===== config.mk =====
export PLATFORM = sky130hd
export DESIGN_NAME = pe_req_collector_flat
export DESIGN_NICKNAME = d
export VERILOG_FILES = /design/src/rtl/pe_req_collector_if.sv /design/src/rtl/pe_req_collector.sv /design/src/flat_wrapper.sv
export SDC_FILE = /design/constraint.sdc
export NUM_CORES = 1
export LEC_CHECK = 0
export CAP_MARGIN = 20
export CELL_PAD_IN_SITES_DETAIL_PLACEMENT = 1
export CELL_PAD_IN_SITES_GLOBAL_PLACEMENT = 1
export CORE_MARGIN = 1.5
export CORE_UTILIZATION = 26
export DETAILED_ROUTE_END_ITERATION = 12
export GPL_TIMING_DRIVEN = 0
export PLACE_DENSITY_LB_ADDON = 0.1
export SLEW_MARGIN = 20
export SYNTH_ARGS = -nofsm -noshare
export SYNTH_HDL_FRONTEND = slang
export SYNTH_SLANG_ARGS = --single-unit

===== constraint.sdc =====
create_clock -name clk -period 0.8 [get_ports clk]
set_input_delay 0.16 -clock clk [delete_from_list [all_inputs] [get_ports clk]]
set_output_delay 0.16 -clock clk [all_outputs]
set_load 0.02 [all_outputs]

===== src/rtl/pe_req_collector_if.sv =====
// Request/grant bundle between the request collector, its stimulus source and priority_enc.
// The master side drives raw requests and encoder feedback; the slave side is the collector.
interface pe_req_collector_if;
  logic [3:0] req_in;
  logic [1:0] Y;
  logic       valid;
  logic       ack;
  logic [3:0] D;
  logic [3:0] pending;
  logic [3:0] overflow;
  logic       boost;

  modport master (
    output req_in, Y, valid, ack,
    input  D, pending, overflow, boost
  );

  modport slave (
    input  req_in, Y, valid, ack,
    output D, pending, overflow, boost
  );
endinterface


===== src/rtl/pe_req_collector.sv =====
// Edge-detecting sticky request collector feeding priority_enc, with per-line age counters.
// Define PE_AGE_BOOST_EN to let a starved (age-saturated) line override D as a one-hot grant.
module pe_req_collector #(
  parameter int AGE_MAX = 15,
  parameter int AGE_W   = $clog2(AGE_MAX + 1)
) (
  input  logic              clk,
  input  logic              rst,
  pe_req_collector_if.slave bus
);

  typedef enum logic {NORMAL, BOOST} mode_t;

  localparam logic [AGE_W-1:0] AGE_SAT = AGE_W'(AGE_MAX);

  logic [3:0]       r_req_prev;
  logic [3:0]       r_pending;
  logic [3:0]       r_overflow;
  logic [3:0]       r_D;
  mode_t            r_mode;
  logic [AGE_W-1:0] r_age [4];

  logic [3:0]       w_rise;
  logic [3:0]       w_clr;
  logic [3:0]       w_pend_nxt;
  logic [3:0]       w_D_nxt;
  logic [1:0]       w_gidx;
  mode_t            w_mode_nxt;
  logic [AGE_W-1:0] w_age_nxt [4];

  // Encoder index 00 names bit 3, so the granted line is the bitwise inverse of Y.
  assign w_gidx = ~bus.Y;

  always_comb begin
    w_rise = bus.req_in & ~r_req_prev;
    w_clr  = '0;
    if (bus.ack && bus.valid)
      w_clr[w_gidx] = r_pending[w_gidx];
    w_pend_nxt = w_rise | (r_pending & ~w_clr);

    for (int i = 0; i < 4; i++) begin
      if (!w_pend_nxt[i] || w_clr[i])
        w_age_nxt[i] = '0;
      else if (r_age[i] == AGE_SAT)
        w_age_nxt[i] = r_age[i];
      else
        w_age_nxt[i] = r_age[i] + AGE_W'(1);
    end

    w_D_nxt    = w_pend_nxt;
    w_mode_nxt = NORMAL;
`ifdef PE_AGE_BOOST_EN
    // Scan high to low so the lowest-index saturated line ends up owning D.
    for (int i = 3; i >= 0; i--) begin
      if (w_pend_nxt[i] && (w_age_nxt[i] == AGE_SAT)) begin
        w_D_nxt    = 4'b0001 << i;
        w_mode_nxt = BOOST;
      end
    end
`endif
  end

  always_ff @(posedge clk) begin
    if (rst) begin
      r_req_prev <= bus.req_in;
      r_pending  <= '0;
      r_overflow <= '0;
      r_D        <= '0;
      r_mode     <= NORMAL;
      for (int i = 0; i < 4; i++)
        r_age[i] <= '0;
    end else begin
      r_req_prev <= bus.req_in;
      r_pending  <= w_pend_nxt;
      r_overflow <= r_overflow | (w_rise & r_pending & ~w_clr);
      r_D        <= w_D_nxt;
      r_mode     <= w_mode_nxt;
      for (int i = 0; i < 4; i++)
        r_age[i] <= w_age_nxt[i];
    end
  end

  assign bus.D        = r_D;
  assign bus.pending  = r_pending;
  assign bus.overflow = r_overflow;
  assign bus.boost    = (r_mode == BOOST);

endmodule


===== src/flat_wrapper.sv =====
// flat-port wrapper written by rule: the top's interface ports become plain ports
module pe_req_collector_flat 
#(
  parameter int AGE_MAX = 15,
  parameter int AGE_W   = $clog2(AGE_MAX + 1)
)
  (clk, rst, bus_req_in, bus_Y, bus_valid, bus_ack, bus_D, bus_pending, bus_overflow, bus_boost);
  pe_req_collector_if bus_i ();
  input  logic clk;
  input  logic rst;
  input wire logic [$bits(bus_i.req_in)-1:0] bus_req_in;
  input wire logic [$bits(bus_i.Y)-1:0] bus_Y;
  input wire logic [$bits(bus_i.valid)-1:0] bus_valid;
  input wire logic [$bits(bus_i.ack)-1:0] bus_ack;
  output wire logic [$bits(bus_i.D)-1:0] bus_D;
  output wire logic [$bits(bus_i.pending)-1:0] bus_pending;
  output wire logic [$bits(bus_i.overflow)-1:0] bus_overflow;
  output wire logic [$bits(bus_i.boost)-1:0] bus_boost;
  assign bus_i.req_in = bus_req_in;
  assign bus_i.Y = bus_Y;
  assign bus_i.valid = bus_valid;
  assign bus_i.ack = bus_ack;
  assign bus_D = bus_i.D;
  assign bus_pending = bus_i.pending;
  assign bus_overflow = bus_i.overflow;
  assign bus_boost = bus_i.boost;
  pe_req_collector #(.AGE_MAX(AGE_MAX), .AGE_W(AGE_W)) u_core (.clk(clk), .rst(rst), .bus(bus_i));
endmodule

Word level (Yosys, flattened, before mapping):

Cells that the tools add are included.

* register bits: 12
* bits in latches: 0
* bits in writable memories: 0
* memory bits (read-only): 0
* input port bits: 10
* output and inout port bits: 13
* word-level logic and storage cells: 22
* memories: 0

* add/sub/neg operators: 0
* multiply operators: 0
* divide/modulo/power cells: 0
* magnitude comparators: 2
* equal/unequal tests: 0
* shifts and indexed selects: 0
* mux-type cells: 5
* bitwise operators: 10
* reduce and logical (&&, ||, !) cells: 2

Operator list (count)
* 4-bit bitwise AND: 5
* 4-bit inverter: 2
* 4-bit OR: 2
* 4-bit 2-to-1 mux: 1
* 2-bit by 3-bit < comparator with 1-bit output (second input constant): 1
* 1-bit binary-select mux with 2-bit select: 1
* 1-bit demux with 2-bit select: 1
* 2-bit by 1-bit >= comparator with 1-bit output (second input constant): 1
* 1-bit logical AND: 2
* 1-bit 2-to-1 mux: 2
* 2-bit inverter: 1

Depth between registers and ports, before layout:

* depth in word-level cells: 10
* mapped depth: 3
* depth with buffers taken out: 2

Worst setup path before layout:

OpenSTA, ideal clock, no wires.

* kind: reg-to-reg
* from: register u_core.r_pending[3], in the netlist u_core.bus.pending[3]
* to: register u_core.r_overflow[3], in the netlist u_core.bus.overflow[3]
* library setup time: 88 ps
* data arrival time: 786 ps
* data required time: 712 ps
* path slack: -74 ps
* stages on the path, launching flop included: 3
* path buffers: 0
* clock period less this slack: 874 ps
* path through: dfxtp_1 -> nand2b_1 -> o32ai_2

* cells in the longest elaborated chain, start to end: 7
* elaborated cells between the ends (all ways): 8
* those cells by class: 3 x mux; 5 x bitwise

Ends and longest elaborated chain
* from (decl): line pe_req_collector.sv:17 `logic [3:0] r_pending;`
* from (signal assigned): line pe_req_collector.sv:74 `r_pending <= w_pend_nxt;`
* 1-bit binary-select mux with 2-bit select: line pe_req_collector.sv:38 `w_clr[w_gidx] = r_pending[w_gidx];`
* 1-bit 2-to-1 mux (implied by the code): line pe_req_collector.sv:38
* 4-bit bitwise AND (no source line)
* 4-bit 2-to-1 mux: line pe_req_collector.sv:37 `if (bus.ack && bus.valid)`
* 4-bit inverter: line pe_req_collector.sv:75 `r_overflow <= r_overflow | (w_rise & r_pending & ~w_clr);`
* 4-bit bitwise AND (*): line pe_req_collector.sv:75
* 4-bit OR (*): line pe_req_collector.sv:75
* to (signal assigned): line pe_req_collector.sv:75
* to (decl): line pe_req_collector.sv:18 `logic [3:0] r_overflow;`

Mark *: on every way between the ends. The rest lies on a longest branch, timed or not. The select of a mux whose other input is x is not followed.
A chain may end at the register's enable or synchronous reset.

Worst setup path in the final report:

* from: register u_core.r_pending[2], in the netlist u_core.bus.pending[2]
* to: output port bus_pending[2]

RTL lines
* to (decl): line flat_wrapper.sv:16 `output wire logic [$bits(bus_i.pending)-1:0] bus_pending;`

No word-level cell between the ends.

==> results.json <==
{
  "die_area_sq_mm": 0.00218,
  "finalCritPeriodShare_pct": 123,
  "power.share.combinational_pct": 21.8,
  "clockBufferDepth": 2,
  "slew_viol_final": 0,
  "hpwl_um": 727,
  "hold_slack_ns": 0.0953,
  "cp.required_ns": 0.64,
  "core-area_sq_mm": 0.00176,
  "synth_common_cells": "dfxtp_1 (12), nand2b_1 (6), buf_4 (5)",
  "hold_path_depth": 1,
  "drive_gt1_share_pct": 55.6,
  "wl_met1_um": 447,
  "cts-root-buf": "clkbuf_4",
  "clk_pin_slew_ns": 0.08,
  "routed_wl_um": 933,
  "seq_power_share_pct": 45.4,
  "crit_path_end_kind": "output port",
  "start_kind": "flop",
  "vias": 403,
  "grt_max_degree": 8,
  "clkPwrFrac_pct": 32.9,
  "p_switching_w": 0.000356,
  "ys_types": 13,
  "start_util_pct": 28.2,
  "yosys_warnings": 0,
  "grt_usage_pct": 9.26,
  "intPower_w": 0.00110,
  "area.growth.synth_to_final_pct": 67.8,
  "synth_top_area_share_pct": 48.4,
  "synth_nets": 53,
  "fin_ws_ns": -0.185,
  "drtIter0Drc": 0,
  "numCtsBuffers": 3,
  "worstPathArrival_ns": 0.83,
  "route.met2.wl_um": 413,
  "die_x_um": 46.7,
  "violations": "setup timing",
  "clock.fmax_mhz": 1010,
  "hold_class": "in2reg",
  "hold_viol": 0,
  "drv_cap": 0,
  "fp.dieH_um": 46.7,
  "fin_setup_tns_ns": -1.57,
  "gr-total-overflow": 0,
  "p_leak_nw": 0.379,
  "synth_area_leaders": "dfxtp_1 (48%), o32ai_2 (9.8%), buf_4 (7.6%)",
  "grt_pass1_vias": 349,
  "design_area_sq_um": 833,
  "outcome": "complete, but fails checks",
  "worstPathMaxFanout": 3,
  "clk_latency_ns": 0.26,
  "path_class": "reg2out",
  "drtAntennaViolNets": 0,
  "ys.flop_type": "dfxtp_1",
  "htree_levels": 1,
  "grt_pass1_wl_um": 1400,
  "rsz0062_at_grt": "yes",
  "wl_met3_um": 68,
  "port_buffers": 21,
  "topRoutingLayerUsed": "met4",
  "gp_congestion": 0.659,
  "rows": 15,
  "cts_tree": "yes",
  "wl_per_cell_um": 9.62,
  "netlist_instances": 43,
  "drt-vias-per-instance": 4.15,
  "synth_area_sq_um": 497,
  "async_reset_ff_share_pct": 0,
  "r2r_cells": 3,
  "num_io_pins": 23,
  "drc": 0,
  "ys_seq_elements": 12,
  "dr.pass1.iters": 1,
  "fin_crit_ns": 0.985,
  "utilization_pct": 47.2,
  "ys_seq_area_share_pct": 48.4,
  "cts_hold_buf": 0,
  "synth_top_cell_by_area": "dfxtp_1",
  "avgSynthCellArea_sq_um": 11.6,
  "finalNetCount": 83,
  "cts.sinks": 12,
  "setup_viol": 14,
  "placed_area_sq_um": 743,
  "clock_skew_ns": 0.00542,
  "peakVddDrop_v": 0.000704,
  "antennaDiodeCount": 0,
  "synth-edff-count": 0,
  "synth_most_common_cell": "dfxtp_1",
  "swShare_pct": 24.5,
  "p_per_area_mw_per_mm2": 1740,
  "nFillCells": 205,
  "antenna_found_initial": 0
}
placed cells by master, fill, tap and decap left out, types with 4 or more instances in the layout:
cell type,n
dfxtp_2,8
dlygate4sd2_1,5
dfxtp_1,4
buf_6,13
inv_1,4
o22ai_1,4
buf_4,9
nand2b_1,5
sequential cells by signal, indices dropped and copies added (netlist names):
signal	cells
u_core.r_req_prev	4
u_core.bus.overflow	4
u_core.bus.pending	4
layer usage:
layer	up-vias	global-route usage [%]
li1	204	-
met2	15	13.1
met5	-	0
met4	0	5.00
met3	2	2.35
met1	182	12.9
critical path: stages, from the launching register on:
cell and delay [ns]:
dfxtp_2 0.34, buf_6 0.11, buf_6 0.12
power groups by stage:
stage                     logic [W]  registers, W  clock network [W]
after detailed placement   0.000290      0.000672                  0
after global placement     0.000287      0.000671                  0
after floorplan            0.000120      0.000700                  0
after CTS                  0.000314      0.000660           0.000513
final                      0.000316      0.000659           0.000478
after global routing       0.000336      0.000665           0.000519
cell families (layout without fill, tap and decap cells):
| family | Yosys count | in the layout | synth area share, % |
|---|---|---|---|
| buffers and inverters | 10 | 39 | 12.8 |
| AND/OR/NAND/NOR | 12 | 12 | 21.4 |
| other | 1 | 1 | 0.755 |
| flip-flops | 12 | 12 | 48.4 |
| AO/OA/AOI/OAI | 8 | 8 | 16.6 |
through the flow:
stage               worst slack, ns  power (W)  cells
floorplan                    0.0110   0.000820     43
global placement             -0.448   0.000958     89
detailed placement           -0.446   0.000962     89
CTS                          -0.203    0.00149     97
global route                 -0.217    0.00152     97
finish                       -0.185    0.00145     97
cell type report:
class / count / area (sq um) / area share (%)
flip-flops and latches: 12 / 250 / 30.0
repair buffers: 25 / 236 / 28.4
multi-input cells: 21 / 200 / 24.0
plain buffers: 6 / 63.8 / 7.66
clock buffers: 4 / 36.3 / 4.35
well taps: 25 / 31.3 / 3.75
inverters: 4 / 15.0 / 1.80
repair_timing:
item | in CTS | in global routing
pin swaps | 1 | 1
buffers inserted | 4 | 0
resized for setup | 80 | 3
endpoints found under the setup margin | 20 | 16
endpoints found under the hold margin | 0 | 0
final timing paths:
check	from	to	slack [ns]
worst max-delay path	u_core.bus.pending[2]	bus_pending[2]	-0.19
worst max register to register	u_core.bus.pending[2]	u_core.bus.overflow[2]	-0.03
worst min register to register	u_core.bus.overflow[0]	u_core.bus.overflow[0]	0.47
worst min-delay path	bus_req_in[0]	u_core.r_req_prev[0]	0.1
Note: power is estimated with default switching activity, not from simulation.
